--- config.mk ---
export PLATFORM = sky130hd
export DESIGN_NAME = memory_port_arbiter
export DESIGN_NICKNAME = d
export VERILOG_FILES = /design/src/rtl/memory_arbiter_pkg.sv /design/src/rtl/memory_port_arbiter_owner_tag_fifo.sv /design/src/rtl/memory_port_arbiter.sv
export SDC_FILE = /design/constraint.sdc
export NUM_CORES = 1
export LEC_CHECK = 0
export CAP_MARGIN = 20
export CORE_AREA = 10 10 125 70
export DETAILED_ROUTE_END_ITERATION = 8
export DIE_AREA = 0 0 135 80
export PLACE_DENSITY = 0.95
export SKIP_LAST_GASP = 1
export SLEW_MARGIN = 15
export SYNTH_ARGS = -nofsm -noshare
export SYNTH_HDL_FRONTEND = slang
export SYNTH_SLANG_ARGS = --single-unit
--- constraint.sdc ---
create_clock -name clock -period 4.85 [get_ports clock]
set_clock_uncertainty 0.1 [all_clocks]
set_input_delay 1.455 -clock clock [delete_from_list [all_inputs] [get_ports clock]]
set_output_delay 1.455 -clock clock [all_outputs]
set_load 0.03 [all_outputs]
--- src/rtl/memory_arbiter_pkg.sv ---
// Shared constants for the memory port arbiter: owner tag encoding and a
// width helper used to size FIFO pointers.
package memory_arbiter_pkg;

  localparam logic OWNER_FETCH = 1'b0;
  localparam logic OWNER_DATA  = 1'b1;

  function automatic int clog2(input int value);
    int result;
    result = 0;
    for (int i = 0; i < 31; i++) begin
      if ((1 << i) < value) result = i + 1;
    end
    return result;
  endfunction

endpackage

--- src/rtl/memory_port_arbiter_owner_tag_fifo.sv ---
// Owner tag FIFO: one bit per outstanding read, recording which requester
// issued it. Full/empty are registered; a pop never frees space for a same-cycle push.
module owner_tag_fifo
  import memory_arbiter_pkg::*;
#(
  parameter int DEPTH = 4,
  localparam int PTR_W = clog2(DEPTH),
  localparam int CNT_W = PTR_W + 1
) (
  input  logic             clock,
  input  logic             reset,
  input  logic             push,
  input  logic             push_tag,
  input  logic             pop,
  output logic             pop_tag,
  output logic             full,
  output logic             empty,
  output logic [CNT_W-1:0] count
);

  logic [DEPTH-1:0] tags_q, tags_d;
  logic [PTR_W-1:0] wr_ptr_q, wr_ptr_d;
  logic [PTR_W-1:0] rd_ptr_q, rd_ptr_d;
  logic [CNT_W-1:0] count_q, count_d;
  logic             full_q, full_d;
  logic             empty_q, empty_d;
  logic             do_push, do_pop;

  always_comb begin
    do_push  = push && !full_q;
    do_pop   = pop && !empty_q;
    tags_d   = tags_q;
    wr_ptr_d = wr_ptr_q;
    rd_ptr_d = rd_ptr_q;
    if (do_push) begin
      tags_d[wr_ptr_q] = push_tag;
      wr_ptr_d = wr_ptr_q + PTR_W'(1);
    end
    if (do_pop) begin
      rd_ptr_d = rd_ptr_q + PTR_W'(1);
    end
    count_d = count_q + CNT_W'(do_push) - CNT_W'(do_pop);
    full_d  = (count_d == CNT_W'(DEPTH));
    empty_d = (count_d == '0);
  end

  always_ff @(posedge clock or posedge reset) begin
    if (reset) begin
      tags_q   <= '0;
      wr_ptr_q <= '0;
      rd_ptr_q <= '0;
      count_q  <= '0;
      full_q   <= 1'b0;
      empty_q  <= 1'b1;
    end else begin
      tags_q   <= tags_d;
      wr_ptr_q <= wr_ptr_d;
      rd_ptr_q <= rd_ptr_d;
      count_q  <= count_d;
      full_q   <= full_d;
      empty_q  <= empty_d;
    end
  end

  assign pop_tag = tags_q[rd_ptr_q];
  assign full    = full_q;
  assign empty   = empty_q;
  assign count   = count_q;

endmodule

--- src/rtl/memory_port_arbiter.sv ---
// Round-robin arbiter sharing one memory port between fetch and load/store,
// steering in-order read responses back by owner tag. Optional stall counters
// are enabled with MEMORY_ARBITER_PERF_EN.
module memory_port_arbiter
  import memory_arbiter_pkg::*;
#(
  parameter int CORE         = 0,
  parameter int DATA_WIDTH   = 32,
  parameter int ADDRESS_BITS = 20,
  parameter int OUTSTANDING  = 4
) (
  input  logic                    clock,
  input  logic                    reset,
  input  logic                    fetch_read,
  input  logic [ADDRESS_BITS-1:0] fetch_address,
  output logic                    fetch_grant,
  output logic                    fetch_valid,
  output logic [DATA_WIDTH-1:0]   fetch_data,
  input  logic                    data_read,
  input  logic                    data_write,
  input  logic [ADDRESS_BITS-1:0] data_address,
  input  logic [DATA_WIDTH-1:0]   data_write_data,
  output logic                    data_grant,
  output logic                    data_valid,
  output logic [DATA_WIDTH-1:0]   data_load_data,
  output logic                    mem_read,
  output logic                    mem_write,
  output logic [ADDRESS_BITS-1:0] mem_address,
  output logic [DATA_WIDTH-1:0]   mem_write_data,
  input  logic                    mem_ready,
  input  logic                    memory_valid,
  input  logic [DATA_WIDTH-1:0]   memory_data_in,
  output logic                    response_error,
`ifdef MEMORY_ARBITER_PERF_EN
  output logic [31:0]             fetch_stall_count,
  output logic [31:0]             data_stall_count,
`endif
  input  logic                    scan
);

  localparam int CNT_W = clog2(OUTSTANDING) + 1;

  logic             last_grant_q, last_grant_d;
  logic             response_error_q, response_error_d;
  logic             fetch_elig, wr_elig, rd_elig, data_elig;
  logic             fetch_win, data_win;
  logic             fifo_push, fifo_push_tag, fifo_pop, fifo_pop_tag;
  logic             fifo_full, fifo_empty;
  logic [CNT_W-1:0] fifo_count;

  // Handshake: a requester's *_grant is high in the cycle its request is
  // accepted; until then it holds request, address and data stable.
  always_comb begin
    fetch_elig = fetch_read && !fifo_full;
    wr_elig    = data_write;
    rd_elig    = data_read && !data_write && !fifo_full;
    data_elig  = wr_elig || rd_elig;
    fetch_win  = 1'b0;
    data_win   = 1'b0;
    if (mem_ready) begin
      if (fetch_elig && data_elig) begin
        fetch_win = (last_grant_q == OWNER_DATA);
        data_win  = (last_grant_q == OWNER_FETCH);
      end else begin
        fetch_win = fetch_elig;
        data_win  = data_elig;
      end
    end

    last_grant_d = last_grant_q;
    if (fetch_win)     last_grant_d = OWNER_FETCH;
    else if (data_win) last_grant_d = OWNER_DATA;

    fetch_grant    = fetch_win;
    data_grant     = data_win;
    mem_read       = fetch_win || (data_win && rd_elig);
    mem_write      = data_win && wr_elig;
    mem_address    = '0;
    mem_write_data = '0;
    if (fetch_win)     mem_address = fetch_address;
    else if (data_win) mem_address = data_address;
    if (mem_write) mem_write_data = data_write_data;

    fifo_push     = mem_read;
    fifo_push_tag = data_win ? OWNER_DATA : OWNER_FETCH;

    // Responses are in order, so the FIFO head always names the owner.
    fifo_pop       = memory_valid && !fifo_empty;
    fetch_valid    = fifo_pop && (fifo_pop_tag == OWNER_FETCH);
    data_valid     = fifo_pop && (fifo_pop_tag == OWNER_DATA);
    fetch_data     = fetch_valid ? memory_data_in : '0;
    data_load_data = data_valid ? memory_data_in : '0;

    response_error_d = response_error_q || (memory_valid && fifo_empty);
  end

  always_ff @(posedge clock or posedge reset) begin
    if (reset) begin
      last_grant_q     <= OWNER_DATA;
      response_error_q <= 1'b0;
    end else begin
      last_grant_q     <= last_grant_d;
      response_error_q <= response_error_d;
    end
  end

  assign response_error = response_error_q;

  owner_tag_fifo #(
    .DEPTH (OUTSTANDING)
  ) u_tag_fifo (
    .clock    (clock),
    .reset    (reset),
    .push     (fifo_push),
    .push_tag (fifo_push_tag),
    .pop      (fifo_pop),
    .pop_tag  (fifo_pop_tag),
    .full     (fifo_full),
    .empty    (fifo_empty),
    .count    (fifo_count)
  );

`ifdef MEMORY_ARBITER_PERF_EN
  logic [31:0] fetch_stall_q, fetch_stall_d;
  logic [31:0] data_stall_q, data_stall_d;

  always_comb begin
    fetch_stall_d = fetch_stall_q;
    data_stall_d  = data_stall_q;
    if (fetch_read && !fetch_grant && (fetch_stall_q != 32'hFFFF_FFFF))
      fetch_stall_d = fetch_stall_q + 32'd1;
    if ((data_read || data_write) && !data_grant && (data_stall_q != 32'hFFFF_FFFF))
      data_stall_d = data_stall_q + 32'd1;
  end

  always_ff @(posedge clock or posedge reset) begin
    if (reset) begin
      fetch_stall_q <= '0;
      data_stall_q  <= '0;
    end else begin
      fetch_stall_q <= fetch_stall_d;
      data_stall_q  <= data_stall_d;
    end
  end

  assign fetch_stall_count = fetch_stall_q;
  assign data_stall_count  = data_stall_q;
`endif

`ifndef SYNTHESIS
  always @(posedge clock) begin
    if (scan) begin
      $display("core %0d: fetch_grant=%0b data_grant=%0b tags=%0d",
               CORE, fetch_grant, data_grant, fifo_count);
    end
  end
`endif

endmodule

==> impl_metrics.csv, run 1 <==
group,metric,value,unit
status,outcome,"complete, no violations",
min_path,worstHoldStart,"response_error",
critical_path,arrival,3.15,ns
logic_synthesis,yosys_warnings,0,
sta,relSlewSlack,0.375,
die,start_util,0.267,
die,rows,21,
sta,setup_violations,0,
logic_synthesis,ys_types,31,
clock_tree,ctsLongestPathBuffers,2,
clock_tree,cts_sinks,15,
placed_design,place_congestion,0.805,
sta,fmax,212,MHz
clock_tree,cts_buffers,3,
power_and_ir_drop,peakVddDrop,0.000218,V
logic_synthesis,synthCells,240,
run,drv_cap,0,
logic_synthesis,synth-seq-area-share,0.216,
clock_tree,h-tree-depth,1,
logic_synthesis,ys_ff_latch,15,
critical_path,critical_path_class,"in -> out",
critical_path,crit_required,3.29,ns
global_routing,grt_start_max_net_pins,67,
global_routing,overflow,0,
die,coreArea,6540,um^2
sta,setup_tns,0,ns
die,io_pins,235,
sta,finalCriticalPeriod,4.71,ns
power_and_ir_drop,cellLeakagePower,2.04,nW
clock_tree,root_buffer,"clkbuf_16",
detailed_routing,routed_via_density,4.28,
critical_path,cp-end-kind,"primary output",
power_and_ir_drop,power_density,418,nW/um^2
critical_path,slowest_delay,0.73,ns
sta,hold_violations,0,
detailed_routing,route.detailed.drc,0,
clock_tree,worstSkewPairLatency,0.25,ns
clock_tree,cts_tree,"yes",
cells_and_area,final_nets,578,
sta,maxSlewViolCount,0,
placed_design,port_buffers,233,
min_path,min_path_type,"reg -> reg",
detailed_routing,drtIter0Drc,176,
logic_synthesis,synth_top_family_by_area,"simple AND/OR/NAND/NOR gates",
cells_and_area,drive_gt1_frac,0.308,
detailed_routing,num_vias,2356,
clock_tree,post_cts_buffers,0,
placed_design,dp_hpwl,8.58,mm
global_routing,grt_pass1_vias,2242,
cells_and_area,syn_to_final_growth,126,%
detailed_routing,wirelength,9.92,mm
cells_and_area,antennaDiodeCount,0,
detailed_routing,avgRoutedWirePerCell,18.0,um
logic_synthesis,syn_area_per_cell,7.27,um^2
cells_and_area,nFillCells,555,
critical_path,slowest_stage,"clkdlybuf4s50_1",
logic_synthesis,synth-compound-area-share,0.120,
detailed_routing,final_antenna_net_count,0,
logic_synthesis,synthMuxAreaShare,0.0452,
clock_tree,ctsHoldBuffers,0,
critical_path,critical_path.max_fanout,6,
logic_synthesis,netlist_area,1750,um^2
sta,fin_ws,0.140,ns
critical_path,start_kind,"primary input",
die,die_y,80,um
sta,rsz0062_at_grt,"false",
cells_and_area,utilization,0.603,
power_and_ir_drop,power.total,0.00165,W
cells_and_area,layout_commonest_cell,"buf_4",
die,dieArea,10800,um^2
critical_path,crit_start,"data_read",
logic_synthesis,synthesis.nets,359,
cells_and_area,layout_common_cells,"buf_4, clkdlybuf4s50_1, nand2_1, nor2_1",
detailed_routing,firstDrtPassIters,5,
global_routing,grt_pass1_wl,13.9,mm
clock_tree,cts_resized,0,
sta,finalCritPeriodShare,0.971,
logic_synthesis,synthAdderAreaFrac,0.0545,
die,fp.dieW,135,um
critical_path,path_cells,"clkdlybuf4s50_1 -> nor2b_1 -> a21oi_2 -> nor3b_1 -> clkdlybuf4s50_1",
critical_path,crit_path_frequent_cell,"clkdlybuf4s50_1",
logic_synthesis,synthXorXnorAreaFrac,0.0251,
sta,worst_pin_slew,0.938,ns
clock_tree,clk_pin_slew,0.05,ns
global_routing,grtUsageTotal,0.165,
placed_design,dp_worst_setup_slack,0.155,ns
critical_path,r2r_start,"u_tag_fifo.empty",
global_routing,antenna_found_initial,0,
logic_synthesis,synth-simple-area-share,0.448,
==> power by group <==
group          total, W  switching [W]  internal [W]
clock          0.000161      0.0000507      0.000110
combinational   0.00126       0.000757      0.000502
sequential     0.000230      0.0000425      0.000187
==> final cells by class <==
cell class / count / area [um^2] / share of cell area
Clock buffer: 3 / 75.1 / 0.0190
Timing Repair Buffer: 238 / 2130 / 0.540
Sequential cell: 15 / 378 / 0.0958
Tap cell: 92 / 115 / 0.0292
Inverter: 7 / 26.3 / 0.00666
Clock inverter: 1 / 5.00 / 0.00127
Multi-Input combinational cell: 194 / 1220 / 0.308
==> per-stage QoR <==
step	hold slack, ns	cells	area [um^2]
3_3_place_gp	0.340	546	3860
5_1_grt	0.383	550	3950
6_report	0.373	550	3950
4_1_cts	0.371	550	3950
2_1_floorplan	0.370	240	1750
3_5_place_dp	0.351	546	3860
==> kinds of logic (layout without fill, tap and decap cells) <==
| logic type | count (synthesis) | in the layout |
|---|---|---|
| fa+ha+maj | 7 | 7 |
| flops | 15 | 15 |
| simple gates | 152 | 152 |
| xor+xnor | 5 | 5 |
| compound gates | 24 | 24 |
| mux | 6 | 6 |
| buf+inv | 31 | 249 |
==> flip-flops by register name (all words and copies together) (netlist names) <==
name and count:
u_tag_fifo.wr_ptr_q 2, response_error 1, u_tag_fifo.full 1, u_tag_fifo.empty 1, u_tag_fifo.rd_ptr_q 2, last_grant_q 1, u_tag_fifo.count 3, u_tag_fifo.tags_q 4
==> path summary, 6_finish.rpt <==
check | endpoint | cells past startpoint | slack, ns
worst max-delay path | mem_read | 5 | 0.14
worst max register to register | u_tag_fifo.full | 9 | 2.47
worst min register to register | response_error | 1 | 0.37
worst min-delay path | response_error | 1 | 0.37
min in group asynchronous | u_tag_fifo.wr_ptr_q[0] | 2 | 1.47
max in group asynchronous | u_tag_fifo.rd_ptr_q[1] | 2 | 2.80
==> cell usage after synthesis <==
master     n  area (um^2)
and3_1    33          206
inv_1      7         26.3
clkbuf_1  12         45.0
buf_6      4         45.0
mux2_1     1         11.3
nor3b_2    1         12.5
o211a_2    1         10.0
fa_1       1         20.0
buf_4      1         7.51
xor2_1     1         8.76
a21o_1     1         7.51
dfrtp_1   13          325
nor3_1     5         25.0
nand3b_1   1         7.51
a21oi_2    1         8.76
nand2_1   37          139
and2b_1    1         7.51
nor3b_1    2         15.0
nand2b_1   1         6.26
a22o_1    20          175
mux4_2     1         22.5
mux2_2     4         45.0
nor2_1    34          128
nor2b_1    3         18.8
and2_1    33          206
buf_2      7         35.0
o21bai_1   1         7.51
and4b_1    1         10.0
ha_1       6         75.1
xnor2_1    4         35.0
dfstp_2    2         52.6
==> critical path, delay by kind of cell <==
family / cells / cell delay (ns)
AOI/OAI and AO/OA: 1 / 0.09
and+or+nand+nor: 2 / 0.38
buffers and inverters: 2 / 1.22
==> layer usage <==
layer | up-vias | routed length (um) | GRT usage
li1 | 1229 | - | -
met1 | 1077 | 3450 | 0.173
met2 | 46 | 6120 | 0.343
met3 | 4 | 314 | 0.0283
met4 | 0 | 46 | 0.0267
met5 | - | 0 | 0
(Power assumes the default switching activity.)
==> run 2: changes to the inputs <==
ABC_CLOCK_PERIOD_IN_PS = 4850   (was default)
==> results of run 2 <==
The final DEF is identical to that of run 1; final timing and power are the same.
